--- src/rtl/clkdiv_pkg.sv ---
// clkdiv_pkg: shared types and divisor table for the clock divider.
// Optional macro CLKDIV_TICK_EN adds the tick strobe port.
package clkdiv_pkg;

  localparam int CNT_W = 7;

  typedef enum logic [1:0] {
    SEL_DIV2   = 2'b00,
    SEL_DIV3   = 2'b01,
    SEL_DIV10  = 2'b10,
    SEL_DIV100 = 2'b11
  } sel_e;

  typedef enum logic {
    RUN  = 1'b0,
    PEND = 1'b1
  } state_e;

  localparam logic [CNT_W-1:0] DIV_TAB [4] = '{
    7'd2, 7'd3, 7'd10, 7'd100
  };

  function automatic logic [CNT_W-1:0] div_of(input sel_e s);
    return DIV_TAB[s];
  endfunction

endpackage

--- src/rtl/clkdiv_counter.sv ---
// clkdiv_counter: period counter, registered clk_out and tick.
// Macro CLKDIV_TICK_EN enables the tick output.
module clkdiv_counter
  import clkdiv_pkg::*;
(
  input  logic             clk_in,
  input  logic             reset,
  input  logic [CNT_W-1:0] n,
  input  logic             load,
  output logic             boundary,
  output logic             clk_out
`ifdef CLKDIV_TICK_EN
  ,
  output logic             tick
`endif
);

  logic [CNT_W-1:0] cnt;
  logic [CNT_W-1:0] cnt_nxt;
  logic [CNT_W-1:0] h;
  logic             live;
  logic             co_nxt;

  assign h        = n >> 1;
  assign boundary = live && (cnt == n - 7'd1);

  // next count; first edge after reset holds 0 so a period starts high
  always_comb begin
    cnt_nxt = cnt + 7'd1;
    if (!live || load || boundary) cnt_nxt = '0;
    co_nxt = (cnt_nxt < h);
  end

  // counter and output flop
  always_ff @(posedge clk_in or negedge reset) begin
    if (!reset) begin
      cnt     <= '0;
      clk_out <= 1'b0;
      live    <= 1'b0;
    end else begin
      cnt     <= cnt_nxt;
      clk_out <= co_nxt;
      live    <= 1'b1;
    end
  end

`ifdef CLKDIV_TICK_EN
  // strobe coincident with each clk_out rise
  always_ff @(posedge clk_in or negedge reset) begin
    if (!reset) tick <= 1'b0;
    else        tick <= co_nxt & ~clk_out;
  end
`endif

endmodule

--- src/rtl/clkdiv_ctrl.sv ---
// clkdiv_ctrl: ratio-change FSM and request/ack handshake.
// Macro CLKDIV_TICK_EN adds the tick output.
module clkdiv_ctrl
  import clkdiv_pkg::*;
(
  input  logic       clk_in,
  input  logic       reset,
  input  logic       sel_req,
  input  logic [1:0] sel,
  output logic       sel_ack,
  output logic       busy,
  output logic [1:0] cur_sel,
  output logic       clk_out
`ifdef CLKDIV_TICK_EN
  ,
  output logic       tick
`endif
);

  state_e state;
  sel_e   pend_sel;
  sel_e   cur;
  logic   boundary;
  logic   load;

  assign load    = (state == PEND) && boundary;
  assign cur_sel = cur;

  clkdiv_counter u_cnt (
    .clk_in   (clk_in),
    .reset    (reset),
    .n        (div_of(cur)),
    .load     (load),
    .boundary (boundary),
    .clk_out  (clk_out)
`ifdef CLKDIV_TICK_EN
    ,
    .tick     (tick)
`endif
  );

  // accept a request in RUN, apply it at the next period boundary
  always_ff @(posedge clk_in or negedge reset) begin
    if (!reset) begin
      state    <= RUN;
      pend_sel <= SEL_DIV2;
      cur      <= SEL_DIV2;
      busy     <= 1'b0;
      sel_ack  <= 1'b0;
    end else begin
      sel_ack <= 1'b0;
      unique case (state)
        RUN: begin
          if (sel_req) begin
            pend_sel <= sel_e'(sel);
            busy     <= 1'b1;
            state    <= PEND;
          end
        end
        PEND: begin
          if (boundary) begin
            cur     <= pend_sel;
            sel_ack <= 1'b1;
            busy    <= 1'b0;
            state   <= RUN;
          end
        end
        default: state <= RUN;
      endcase
    end
  end

endmodule

--- config.mk ---
export PLATFORM = sky130hd
export DESIGN_NAME = clkdiv_ctrl
export DESIGN_NICKNAME = d
export VERILOG_FILES = /design/src/rtl/clkdiv_pkg.sv /design/src/rtl/clkdiv_counter.sv /design/src/rtl/clkdiv_ctrl.sv
export SDC_FILE = /design/constraint.sdc
export NUM_CORES = 1
export LEC_CHECK = 0
export ABC_CLOCK_PERIOD_IN_PS = 5000
export CORE_ASPECT_RATIO = 0.75
export CORE_MARGIN = 1
export CORE_UTILIZATION = 45
export DETAILED_ROUTE_END_ITERATION = 6
export HOLD_SLACK_MARGIN = 0.1
export MAX_ROUTING_LAYER = met4
export PLACE_DENSITY = 0.65
export SLEW_MARGIN = 10
export SYNTH_ARGS = -nofsm -noshare
export SYNTH_HDL_FRONTEND = slang
export SYNTH_HIERARCHICAL = 1
export SYNTH_SLANG_ARGS = --single-unit
--- constraint.sdc ---
create_clock -name clk_in -period 5 [get_ports clk_in]
set_input_delay 1.5 -clock clk_in [delete_from_list [all_inputs] [get_ports clk_in]]
set_output_delay 1.5 -clock clk_in [all_outputs]
set_load 0.03 [all_outputs]
==> flow_summary.toml <==
[placement]
pre_cts_slack_ns = 0.946
io_buffers = 9
hpwl_mm = 1.64
dpl_cell_area_mm2 = 0.00118
place_congestion = 0.749

[timing]
period_needed_ns = 4.07
setup_viol = 0
period_share_pct = 81.3
finalSetupTns_ns = 0
finalMaxSlewViolations = 0
skew_ns = 0.00527
grt_setup_unrepaired = "false"
hold_viol_final = 0
max_freq_ghz = 0.246
final.setup.worst_slack_ns = 0.934
tightest_slew_ns = 0.720
timing.slew.headroom_pct = 51.9

[clock_tree]
clk_path_buf_depth = 2
path_clk_slew_ns = 0.10
cts-root-buf = "clkbuf_4"
post_cts_buffers = 0
htreeDepth = 1
postCtsHoldBufs = 0
cts_tree = "built"
cts_sinks = 16
clock_latency_ns = 0.29
post_cts_resized = 0
numCtsBuffers = 3

[worst_setup_path]
end_kind = "flip-flop"
r2r_cells = 15
cp_cell_sequence = "nand2_1 > inv_1 > nor3_1 > a211oi_1 > a31oi_1 > a311oi_4 > nand2_2 > inv_1 > nor2b_1 > nor3b_1 > ha_1 > nand3_1 > nor3_1 > a2111oi_0 > o21a_1"
worst-path-max-fanout = 10
rr_endpoint = "u_cnt/clk_out"
rrSetupSlack_ns = 0.93
cp_slowest_cell = "dfrtp_1"
cp-start-kind = "flip-flop"
worstReg2RegStart = "cur_sel[0]"
critical_path_class = "flip-flop to flip-flop"
arrival_ns = 4.29
crit_required_ns = 5.23
slowest_delay_ns = 0.44

[final_layout]
n_fill_cell = 190
area_growth_pct = 15.6
finalInstanceArea_mm2 = 0.00121
antennaDiodeCount = 0
layout-drive-gt1-share_pct = 8.73
fin_nets = 139

[logic_synthesis]
synthMuxAreaShare_pct = 5.01
synth_compound_area_share_pct = 12.2
synthCells = 112
synth_simple_gate_area_share_pct = 22.2
yosys_warnings = 6
async_flop_share_pct = 100
synth.top_cell.area_share_pct = 38.1
synth-edff-count = 0
synth_top_area_cell = "dfrtp_1"
synthXorXnorAreaFrac_pct = 9.18
synthAdderAreaFrac_pct = 8.34
yosysMostFrequentCell = "dfrtp_1"
seq_area_frac_synth_pct = 38.1
synth_flop_cell = "dfrtp_1"
avgSynthCellArea_um2 = 9.37
synth_top_family_by_area = "simple AND/OR/NAND/NOR gates"
yosys.cell_types.count = 37
synth.area.top_cells = "dfrtp_1 (38%), ha_1 (8.3%), xnor2_1 (5.0%)"
netlist_area_mm2 = 0.00105
yosys_register_bits = 16
synthTopCellsByCount = "dfrtp_1 (16), inv_1 (10), nor2_1 (9)"

[hold_path]
hp-start = "pend_sel[0]"
hold_end = "pend_sel[0]"
whs_path_depth = 1
hp-class = "flip-flop to flip-flop"

[route]
via_per_inst = 5.56
wl_mm = 2.13
final_antenna_net_count = 0
num_vias = 834
drt-initial-drc-count = 44
drc = 1
wl_per_cell_um = 14.2
firstDrtPassIters = 6

[power]
p_int_uw = 334
power_frac_comb_pct = 50.2
p_leak_nw = 0.570
irDropWorstVdd_v = 0.000196
p_sw_uw = 240
power_frac_seq_pct = 34.8
p_per_area_mw_per_mm2 = 473
clkPwrFrac_pct = 14.9
sw_frac_of_total_pct = 41.8

[job]
drv_cap = 0

[floorplanning]
start_util_pct = 49.9
fp.coreArea_mm2 = 0.00210
die_x_um = 57.8
die_height_um = 43.8
boundaryPins = 10
die-area_mm2 = 0.00253
num_rows = 14

[global_route]
antenna_found_initial = 0
grt_pass1_vias = 846
grt_overflow = 0
grt_pass1_wl_mm = 3.95
grt_max_degree = 17
grt_use_total_pct = 22.1

[status]
run_status = "finished, violations left"
violations = "design-rule violations"
[final cells by class]
class | instances | area, um2 | share of cell area, %
multi-input cells | 86 | 612 | 50.4
flip-flops and latches | 16 | 400 | 33.0
repair buffers | 10 | 97.6 | 8.04
inverters | 10 | 37.5 | 3.09
clock buffers | 4 | 36.3 | 2.99
well taps | 24 | 30.0 | 2.47
[through the flow]
| stage | hold WS (ns) | util (%) | instances | total power [mW] |
|---|---|---|---|---|
| final | 0.519 | 57.7 | 150 | 0.575 |
| after CTS | 0.515 | 57.7 | 150 | 0.577 |
| after floorplan | 0.458 | - | 114 | 0.402 |
| after detailed placement | 0.486 | 56.0 | 146 | 0.490 |
| after global routing | 0.551 | 57.7 | 150 | 0.624 |
| after global placement | 0.487 | 56.0 | 146 | 0.482 |
[logic make-up (layout without fill, tap and decap cells)]
family	Yosys count	count (layout)
simple gates	44	44
compound gates	16	16
flops	16	16
buf+inv	12	24
xor+xnor	11	11
fa+ha+maj	7	7
mux	4	4
other cells	2	4
[sequential cells by signal, summed over array words and instances (netlist names)]
| name | cells |
|---|---|
| pend_sel | 2 |
| u_cnt/cnt | 7 |
| cur_sel | 2 |
| u_cnt/live | 1 |
| state | 1 |
| u_cnt/clk_out | 1 |
| busy | 1 |
| sel_ack | 1 |
[power by group through the flow]
stage | Sequential [mW] | Combinational [mW] | Clock [mW]
after CTS | 0.200 | 0.288 | 0.0889
after detailed placement | 0.203 | 0.287 | 0
final | 0.200 | 0.289 | 0.0859
after global placement | 0.202 | 0.280 | 0
after global routing | 0.207 | 0.320 | 0.0964
after floorplan | 0.224 | 0.178 | 0
[cells in the final DEF, fill, tap and decap left out, types with 5 or more instances in the layout]
| master | n |
|---|---|
| dfrtp_1 | 16 |
| inv_1 | 10 |
| xnor2_1 | 6 |
| nor2_1 | 9 |
| nor3_1 | 6 |
| nor2b_1 | 5 |
| clkdlybuf4s50_1 | 9 |
| nand2_1 | 8 |
| ha_1 | 7 |
| xor2_1 | 5 |
[layer usage]
metal  vias up  share of wire [%]  GRT usage (%)
met4         0               0.61           5.71
met2        32                 42           32.6
met3         2                5.2           6.27
li1        414                  -              -
met5         -                  0              -
met1       386                 52           30.0
[critical path: cells and delay by family (launching register included)]
family	cells	cell delay, ns
buffers and inverters	2	0.29
DFF	1	0.44
and+or+nand+nor	7	1.78
AOI/OAI and AO/OA	5	1.17
adders and majority gates	1	0.31
[how the worst max path moves through the flow]
stage	from	to	slack [ns]	cells after the start
2_1_floorplan	cur_sel[0]	u_cnt/clk_out	1.23	15
3_3_place_gp	cur_sel[0]	u_cnt/clk_out	1.05	14
3_5_place_dp	cur_sel[0]	u_cnt/clk_out	0.95	15
4_1_cts	cur_sel[0]	u_cnt/clk_out	0.92	15
5_1_grt	cur_sel[0]	u_cnt/clk_out	0.48	15
6_report	cur_sel[0]	u_cnt/clk_out	0.93	15
Power figures use the tool's default switching activity.
